<file path="config.mk">
export PLATFORM = sky130hd
export DESIGN_NAME = shift_sequencer_flat
export DESIGN_NICKNAME = d
export VERILOG_FILES = /design/src/rtl/shift_sequencer_if.sv /design/src/rtl/shift_sequencer.sv /design/src/flat_wrapper.sv
export SDC_FILE = /design/constraint.sdc
export NUM_CORES = 1
export LEC_CHECK = 0
export CAP_MARGIN = 10
export CORE_ASPECT_RATIO = 0.75
export CORE_MARGIN = 5
export CORE_UTILIZATION = 30
export DETAILED_ROUTE_END_ITERATION = 8
export GPL_TIMING_DRIVEN = 0
export PLACE_DENSITY_LB_ADDON = 0.05
export SYNTH_ARGS = -nofsm -noshare
export SYNTH_HDL_FRONTEND = slang
export SYNTH_SLANG_ARGS = --single-unit
</file>
<file path="constraint.sdc">
create_clock -name clk -period 1.58 [get_ports clk]
set_input_delay 0.237 -clock clk [delete_from_list [all_inputs] [get_ports clk]]
set_output_delay 0.237 -clock clk [all_outputs]
set_load 0.05 [all_outputs]
</file>
<file path="src/rtl/shift_sequencer_if.sv">
// Command/result channel bundle for shift_sequencer.
//
// Purpose: groups the two valid/ready handshakes that connect a command
// master (CPU or bus FSM) to the shift sequencer.
//
// Signals:
//   cmd_valid  master -> seq  command offered
//   cmd_ready  seq -> master  sequencer idle, command will be taken
//   cmd_dir    master -> seq  1 = shift right (toward bit 0), 0 = shift left
//   cmd_count  master -> seq  number of shift steps (clamped to WIDTH)
//   cmd_data   master -> seq  initial register value
//   res_valid  seq -> master  final register contents available
//   res_ready  master -> seq  result consumed
//   res_data   seq -> master  final register contents
interface shift_sequencer_if #(
  parameter int WIDTH = 16,
  parameter int CNT_W = 5
);
  logic             cmd_valid;
  logic             cmd_ready;
  logic             cmd_dir;
  logic [CNT_W-1:0] cmd_count;
  logic [WIDTH-1:0] cmd_data;
  logic             res_valid;
  logic             res_ready;
  logic [WIDTH-1:0] res_data;

  modport master (
    output cmd_valid, cmd_dir, cmd_count, cmd_data, res_ready,
    input  cmd_ready, res_valid, res_data
  );

  modport slave (
    input  cmd_valid, cmd_dir, cmd_count, cmd_data, res_ready,
    output cmd_ready, res_valid, res_data
  );
endinterface

</file>
<file path="src/rtl/shift_sequencer.sv">
// Command-driven sequencer for a bidirectional shift register.
//
// Purpose: accepts a load/shift command over bus (cmd channel), loads the
// shift register, performs one shift per clock for the requested number of
// steps while streaming shifted-out bits on ser_out and filling from ser_in,
// then presents the final register contents on the result channel.
//
// Ports:
//   clk        clock, all state updates on the rising edge
//   rst        asynchronous, active-low reset
//   bus        shift_sequencer_if.slave: cmd_* and res_* handshakes
//   ser_in     fill bit, sampled on each shift edge
//   ser_out    bit shifted out on the previous shift edge
//   ser_valid  ser_out carries a valid bit this cycle
//   busy       high whenever the sequencer is not idle
module shift_sequencer #(
  parameter int WIDTH = 16,
  parameter int CNT_W = 5
) (
  input  logic                  clk,
  input  logic                  rst,
  shift_sequencer_if.slave      bus,
  input  logic                  ser_in,
  output logic                  ser_out,
  output logic                  ser_valid,
  output logic                  busy
);

  typedef enum logic [1:0] {
    IDLE  = 2'd0,
    SHIFT = 2'd1,
    DONE  = 2'd2
  } state_t;

  state_t           state;
  logic [WIDTH-1:0] sreg;
  logic             dir_q;
  logic [CNT_W-1:0] cnt;
  logic [CNT_W-1:0] count_clamped;

  // Requests longer than the register collapse to a full-width shift.
  function automatic logic [CNT_W-1:0] clamp_count(input logic [CNT_W-1:0] c);
    if (c > CNT_W'(WIDTH))
      return CNT_W'(WIDTH);
    else
      return c;
  endfunction

  assign count_clamped = clamp_count(bus.cmd_count);

  // Handshake outputs depend on the state register only, so there is no
  // combinational path from cmd_valid/res_ready back to the master.
  assign bus.cmd_ready = (state == IDLE);
  assign bus.res_valid = (state == DONE);
  assign bus.res_data  = sreg;
  assign busy          = (state != IDLE);

  always_ff @(posedge clk or negedge rst) begin
    if (!rst) begin
      state     <= IDLE;
      sreg      <= '0;
      dir_q     <= 1'b0;
      cnt       <= '0;
      ser_out   <= 1'b0;
      ser_valid <= 1'b0;
    end else begin
      // ser_valid is a one-cycle strobe per shift edge; ser_out holds.
      ser_valid <= 1'b0;
      unique case (state)
        IDLE: begin
          if (bus.cmd_valid) begin
            sreg  <= bus.cmd_data;
            dir_q <= bus.cmd_dir;
            cnt   <= count_clamped;
            state <= (count_clamped != '0) ? SHIFT : DONE;
          end
        end
        SHIFT: begin
          if (dir_q) begin
            sreg    <= {ser_in, sreg[WIDTH-1:1]};
            ser_out <= sreg[0];
          end else begin
            sreg    <= {sreg[WIDTH-2:0], ser_in};
            ser_out <= sreg[WIDTH-1];
          end
          ser_valid <= 1'b1;
          cnt       <= cnt - 1'b1;
          // Last step: the final ser_valid cycle overlaps the first DONE cycle.
          if (cnt == CNT_W'(1))
            state <= DONE;
        end
        DONE: begin
          if (bus.res_ready)
            state <= IDLE;
        end
        default: state <= IDLE;
      endcase
    end
  end

endmodule

</file>
<file path="src/flat_wrapper.sv">
// flat-port wrapper written by rule: the top's interface ports become plain ports
module shift_sequencer_flat 
#(
  parameter int WIDTH = 16,
  parameter int CNT_W = 5
)
  (clk, rst, ser_in, ser_out, ser_valid, busy, bus_cmd_valid, bus_cmd_dir, bus_cmd_count, bus_cmd_data, bus_res_ready, bus_cmd_ready, bus_res_valid, bus_res_data);
  shift_sequencer_if #(.WIDTH(WIDTH), .CNT_W(CNT_W)) bus_i ();
  input  logic clk;
  input  logic rst;
  input  logic ser_in;
  output logic ser_out;
  output logic ser_valid;
  output logic busy;
  input wire logic [$bits(bus_i.cmd_valid)-1:0] bus_cmd_valid;
  input wire logic [$bits(bus_i.cmd_dir)-1:0] bus_cmd_dir;
  input wire logic [$bits(bus_i.cmd_count)-1:0] bus_cmd_count;
  input wire logic [$bits(bus_i.cmd_data)-1:0] bus_cmd_data;
  input wire logic [$bits(bus_i.res_ready)-1:0] bus_res_ready;
  output wire logic [$bits(bus_i.cmd_ready)-1:0] bus_cmd_ready;
  output wire logic [$bits(bus_i.res_valid)-1:0] bus_res_valid;
  output wire logic [$bits(bus_i.res_data)-1:0] bus_res_data;
  assign bus_i.cmd_valid = bus_cmd_valid;
  assign bus_i.cmd_dir = bus_cmd_dir;
  assign bus_i.cmd_count = bus_cmd_count;
  assign bus_i.cmd_data = bus_cmd_data;
  assign bus_i.res_ready = bus_res_ready;
  assign bus_cmd_ready = bus_i.cmd_ready;
  assign bus_res_valid = bus_i.res_valid;
  assign bus_res_data = bus_i.res_data;
  shift_sequencer #(.WIDTH(WIDTH), .CNT_W(CNT_W)) u_core (.clk(clk), .rst(rst), .bus(bus_i), .ser_in(ser_in), .ser_out(ser_out), .ser_valid(ser_valid), .busy(busy));
endmodule
</file>
==> results.md, run 1 <==
* Initial Util at 30.41%
* Post-synth EDFFs at 0
* Reg2reg end: u_core.state[1]$_DFFE_PN0P_
* DRT Pass-1 Iters at 4
* Worst path slowest cell: dlygate4sd2_1
* Worst-Margin Slew at 542.5 ps
* Antenna viol nets, final at 0
* Crit-path cells: dlygate4sd2_1
* Initial antenna violation count at 0
* Simple-Gate Fraction of Synth Area at 8.594%
* Number of setup buffers added after CTS at 0
* Vias in the first global route at 1502
* Synth Area in XOR/XNOR at 0%
* Critical Path Source: u_core.bus.res_data[9]$_DFFE_PN0P_
* Max incr delay on CP at 550 ps
* Critical path endpoint category: primary output
* Setup CP Type: flop to primary output
* DR WL/cell at 16.84 µm
* P_leak at 0.9906 nW
* Critical Path End: bus_res_data[9]
* Max cap viols at 0
* Sink Count at 26
* DIE AREA at 6915 µm²
* FF+latch count, synth at 26
* CTS max path bufs at 2
* WP buf/inv at 1
* Worst slew margin at 63.32%
* VDD IR max at 1115 µV
* Vias post-DR at 1389
* CP Depth at 1
* Mux cell area share after synthesis at 12.03%
* Worst-path clk slew at 90 ps
* Number of instances in the synthesized netlist at 155
* Largest family of logic cells by synthesized area: compound AO/OA/AOI/OAI gates
* Critical Path Fanout Max at 4
* Worst path required time at 1340 ps
* # IOs at 48
* Initial drt markers at 38
* Clk_skew at 2.224 ps
* Reg2Reg Depth at 5
* H-tree lvl count at 1
* Layout cells sized above 1 at 13.66%
* Synth Warn # at 0
* Area grow syn2layout at 36.72%
* Largest net degree at the start of global routing at 19
* Mapped Area at 1602 µm²
* Fin. Hold Viols at 0
* Clock root cell: clkbuf_8
* Global route overflow at 0
* Die height at 73.28 µm
* Post-DP HPWL at 3527 µm
* Slew Viols, Final at 0
* Post-route setup TNS at 0 ps
* Final Wtd Congestion at 0.8088
* Global-route wire length before repair at 7645 µm
* TritonCTS clock tree: done
* Yosys cell types at 40
* Final min period at 1497 ps
* Total GRT Usage at 14.10%
* CP delay by family, top: buffers and inverters
* Worst R2R Start: u_core.cnt[1]$_DFFE_PN0P_
* F_max at 0.6682 GHz
* Total power at 4.910 mW
* Worst setup SP type: flop
* RSZ-0062 raised after global routing: false
* Worst Hold Class: input port to asynchronous set/reset pin
* Final setup fails at 0
* Synth Area per Inst at 10.33 µm²
* Worst EP arrival at 1260 ps
* ANT cells at 0
* Async SR Flop Fraction at 100.0%
* Post-synthesis sequential area ratio at 40.63%
* Die Wd at 94.37 µm
* Pwr dens at 2242 nW/µm²
* Most used DFF post-synth: dfrtp_1
* Vias/cell at 4.961
* Commonest non-fill, non-tap cell in the layout: dfrtp_1
* Port bufs at 46
* Num CTS Buffers at 3
* Reg2reg setup slack at 90 ps
* Mapped Nets at 184
* Final worst-path cycle share at 94.72%
* Synth Area in Adders at 1.563%
* Run status: completed
* Final Net Count at 236
* Row cnt at 23
* Clk_lat worst skew at 270 ps
* Core area at 5266 µm²
* Routed wire length at 4714 µm
* Synth Area in Compound Gates at 28.44%
* DRC viols at 0
* Commonest non-fill, non-tap cells in the layout: 26 x dfrtp_1, 25 x clkdlybuf4s50_1, 19 x a21oi_1
* WHS at 313.5 ps
## metal layers
layer | vias up | GRT usage (%) | share of wire (%)
met5 | - | 0 | 0
met4 | 0 | 3.686 | 1.4
met3 | 6 | 3.378 | 3.3
met2 | 26 | 22.48 | 46
met1 | 680 | 19.30 | 49
li1 | 677 | - | -
## registers in the layout, indices dropped and copies added, names as in the netlist
| register | cells |
|---|---|
| u_core.ser_out | 1 |
| u_core.bus.res_data | 16 |
| u_core.state | 2 |
| u_core.cnt | 5 |
| u_core.ser_valid | 1 |
| u_core.dir_q | 1 |
## power breakdown
part / internal (mW) / leakage (nW) / total, mW / switching [mW]
registers: 1.01 / 0.297 / 1.34 / 0.333
logic: 1.24 / 0.672 / 3.18 / 1.94
clock network: 0.171 / 0.0216 / 0.383 / 0.212
## through the flow
step	setup WS, ps	std cells	cell area, µm²	utilization [%]
global placement	-197.4	276	2158	40.98
floorplan	216.2	155	1604	-
finish	83.40	280	2190	41.58
CTS	7.392	280	2196	41.70
detailed placement	-142.9	277	2186	41.51
global route	33.57	280	2190	41.58
## synth_stat cells (2+ instances only)
library cell  number  area [µm²]
a211oi_1          16       120.1
a21o_1            16       120.1
a21oi_1           19       95.09
buf_2              6       30.03
buf_4              2       15.01
buf_6              3       33.78
clkbuf_1           2       7.510
dfrtp_1           26       650.6
ha_1               2       25.02
inv_1              9       33.78
mux2_2             2       22.52
mux2i_1           17       170.2
nand2_1            4       15.01
nand2b_1           2       12.51
nor2_1             2       7.510
nor2b_1            2       12.51
o21ai_0            2       10.01
## layout make-up
cell class	instances	area (µm²)
fillers	524	3077
multi-input cells	106	813.3
well taps	75	93.84
plain buffers	14	106.4
flip-flops and latches	26	650.6
repair buffers	47	450.4
inverters	9	33.78
clock buffers	3	41.29
## worst min path at each step
stage	start	to	slack, ps	cells past startpoint
floorplan	rst	u_core.bus.res_data[0]$_DFFE_PN0P_	-60	0
global placement	u_core.ser_out$_DFFE_PN0P_	u_core.ser_out$_DFFE_PN0P_	470	2
detailed placement	u_core.ser_out$_DFFE_PN0P_	u_core.ser_out$_DFFE_PN0P_	480	2
CTS	rst	u_core.ser_out$_DFFE_PN0P_	330	1
global route	rst	u_core.ser_out$_DFFE_PN0P_	350	1
finish	rst	u_core.ser_out$_DFFE_PN0P_	310	1
## repair_timing
action,in CTS,in global routing
resized for setup,31,2
setup endpoints to repair,21,1
hold buffers,0,0
## cells by family after synthesis
logic type	count (synthesis)
buf+inv	23
fa+ha+maj	2
compound gates	65
simple gates	20
mux	19
flops	26
Note: power is estimated with default switching activity, not from simulation.
==> inputs of run 2 (changes only) <==
--- a/config.mk
+++ b/config.mk
@@ -11,7 +11,7 @@
 export CORE_UTILIZATION = 30
 export DETAILED_ROUTE_END_ITERATION = 8
 export GPL_TIMING_DRIVEN = 0
-export PLACE_DENSITY_LB_ADDON = 0.05
+export PLACE_DENSITY = 0.65
 export SYNTH_ARGS = -nofsm -noshare
 export SYNTH_HDL_FRONTEND = slang
 export SYNTH_SLANG_ARGS = --single-unit
==> results.md, run 2 (synthesis gave the netlist of run 1 again) <==
* Run status: completed
* Port bufs at 46 (unchanged)
* Die Wd at 94.37 µm (unchanged)
* Initial antenna violation count at 0 (unchanged)
* P_leak at 0.9978 nW (+0.73%)
* WHS at 342.9 ps (+29.42 ps)
* DRT Pass-1 Iters at 4 (unchanged)
* Post-DP HPWL at 3224 µm (-8.6%)
* Core area at 5266 µm² (unchanged)
* Final min period at 1504 ps (+6.950 ps)
* Reg2Reg Depth at 5 (unchanged)
* Clk network pwr share at 9.1% (+1.3 points)
* Area grow syn2layout at 37.58%
* Setup CP Type: flop to primary output
* Max cap viols at 0 (unchanged)
* Vias in the first global route at 1372 (-8.7%)
* Crit-path cells: dlygate4sd2_1
* Routed wire length at 4289 µm (-9.0%)
* DRC viols at 0 (unchanged)
* RSZ-0062 raised after global routing: false
* Fin. Hold Viols at 0 (unchanged)
* Critical Path Fanout Max at 4 (unchanged)
* CP delay by family, top: buffers and inverters
* Vias post-DR at 1385 (-0.29%)
* Worst path required time at 1340 ps (about the same)
* Layout cells sized above 1 at 14.08% (+0.42 points)
* Total GRT Usage at 12.80% (-1.3 points)
* H-tree lvl count at 1 (unchanged)
* Clk_skew at 2.754 ps (+0.5304 ps)
* Critical path endpoint category: primary output
* VDD IR max at 1076 µV (-3.5%)
* Worst setup SP type: flop
* Sequential power share at 27.2% (-0.2 points)
* Row cnt at 23 (unchanged)
* CTS max path bufs at 2 (unchanged)
* Max incr delay on CP at 560 ps (about the same)
* Global-route wire length before repair at 7038 µm (-7.9%)
* Worst-path clk slew at 100 ps (about the same)
* Slew Viols, Final at 0 (unchanged)
* Vias/cell at 4.929 (-0.64%)
* Initial Util at 30.41% (unchanged)
* Sink Count at 26 (unchanged)
* NetSw at 2.456 mW (-1.2%)
* Initial drt markers at 80 (+110%)
* Gate power share at 63.8% (-1.0 points)
* Die height at 73.28 µm (unchanged)
* Final worst-path cycle share at 95.16% (+0.44 points)
* Num CTS Buffers at 3 (unchanged)
* F_max at 0.6651 GHz (-0.46%)
* # IOs at 48 (unchanged)
* Antenna viol nets, final at 0 (unchanged)
* Clock root cell: clkbuf_8
* Commonest non-fill, non-tap cells in the layout: 26 x dfrtp_1, 25 x clkdlybuf4s50_1, 19 x a21oi_1
* Max FFs per register at 16 (unchanged)
* Worst-Margin Slew at 619.9 ps (+77.40 ps)
* DIE AREA at 6915 µm² (unchanged)
* WP buf/inv at 1 (unchanged)
* Final setup fails at 0 (unchanged)
* Worst Hold Class: input port to asynchronous set/reset pin
* DR WL/cell at 15.26 µm (-9.3%)
* Worst slew margin at 58.54% (-4.8 points)
* Clk_lat worst skew at 270 ps (about the same)
* ANT cells at 0 (unchanged)
* Global route overflow at 0 (unchanged)
* TritonCTS clock tree: done
* Commonest non-fill, non-tap cell in the layout: dfrtp_1
* Pwr dens at 2238 nW/µm² (-0.19%)
* Worst R2R Start: u_core.cnt[1]$_DFFE_PN0P_
* Worst path slowest cell: dlygate4sd2_1
* Total power at 4.931 mW (+0.44%)
* Int Pwr at 2.475 mW (+2.1%)
* Sw Ratio at 49.82% (-0.80 points)
* Worst EP arrival at 1270 ps (about the same)
* Final Net Count at 236 (unchanged)
* Reg2reg setup slack at 120 ps (+30 ps)
* Reg2reg end: u_core.state[1]$_DFFE_PN0P_
* Final Wtd Congestion at 0.7987 (-1.2%)
* Largest net degree at the start of global routing at 17 (-2)
* CTS Hold Bufs at 0 (unchanged)
-- run 2: metal layers --
metal  up-vias  routed length (µm)  GRT usage, %  part of all wire (%)
li1        681                   -             -                     -
met1       660                2076         18.71                    48
met2        42                1927         19.58                    45
met3         2                 268         3.378                   6.2
met4         0                  17         1.603                  0.40
met5         -                   0             0                     0
-- run 2: power by group through the flow --
| stage | combinational [mW] | clock (mW) | sequential, mW |
|---|---|---|---|
| after floorplan | 1.63 | 0 | 2.09 |
| after global placement | 3.31 | 0 | 1.36 |
| after detailed placement | 3.34 | 0 | 1.37 |
| after CTS | 3.18 | 0.460 | 1.34 |
| after global routing | 3.38 | 0.487 | 1.38 |
| final | 3.14 | 0.447 | 1.34 |
-- run 2: worst max-delay path by stage --
| stage | start | endpoint | slack, ps | depth (start not counted) |
|---|---|---|---|---|
| floorplan | u_core.state[1]$_DFFE_PN0P_ | busy | 220 | 3 |
| global placement | rst | u_core.cnt[3]$_DFFE_PN0P_ | -170 | 1 |
| detailed placement | u_core.state[1]$_DFFE_PN0P_ | bus_cmd_ready | -130 | 3 |
| CTS | u_core.state[1]$_DFFE_PN0P_ | busy | 2 | 4 |
| global route | u_core.state[1]$_DFFE_PN0P_ | bus_cmd_ready | 10 | 3 |
| finish | u_core.bus.res_data[0]$_DFFE_PN0P_ | bus_res_data[0] | 80 | 1 |
-- run 2: timing repair --
item                                    4_1_cts  5_1_grt
resized for setup                            29        4
endpoints found under the setup margin       21        2
pin swaps                                     0        0
setup buffers                                 0        0
-- run 2: area by class of cell --
class	instances	area (µm²)
tap	75	93.84
clock buffer	4	55.05
fill	519	3063
timing repair buffer	47	450.4
inverter	9	33.78
multi-input combinational	106	813.3
buffer	14	106.4
sequential	26	650.6
-- run 2: metrics by stage --
stage | cells | worst slack, ps | setup TNS (ps) | util (%) | area [µm²]
after global placement | 276 | -167.5 | -4623 | 40.98 | 2158
after global routing | 281 | 14.12 | 0 | 41.84 | 2203
after floorplan | 155 | 216.2 | 0 | - | 1604
after detailed placement | 277 | -131.6 | -283.0 | 41.51 | 2186
after CTS | 281 | 1.966 | 0 | 42.08 | 2216
final | 281 | 76.45 | 0 | 41.84 | 2203
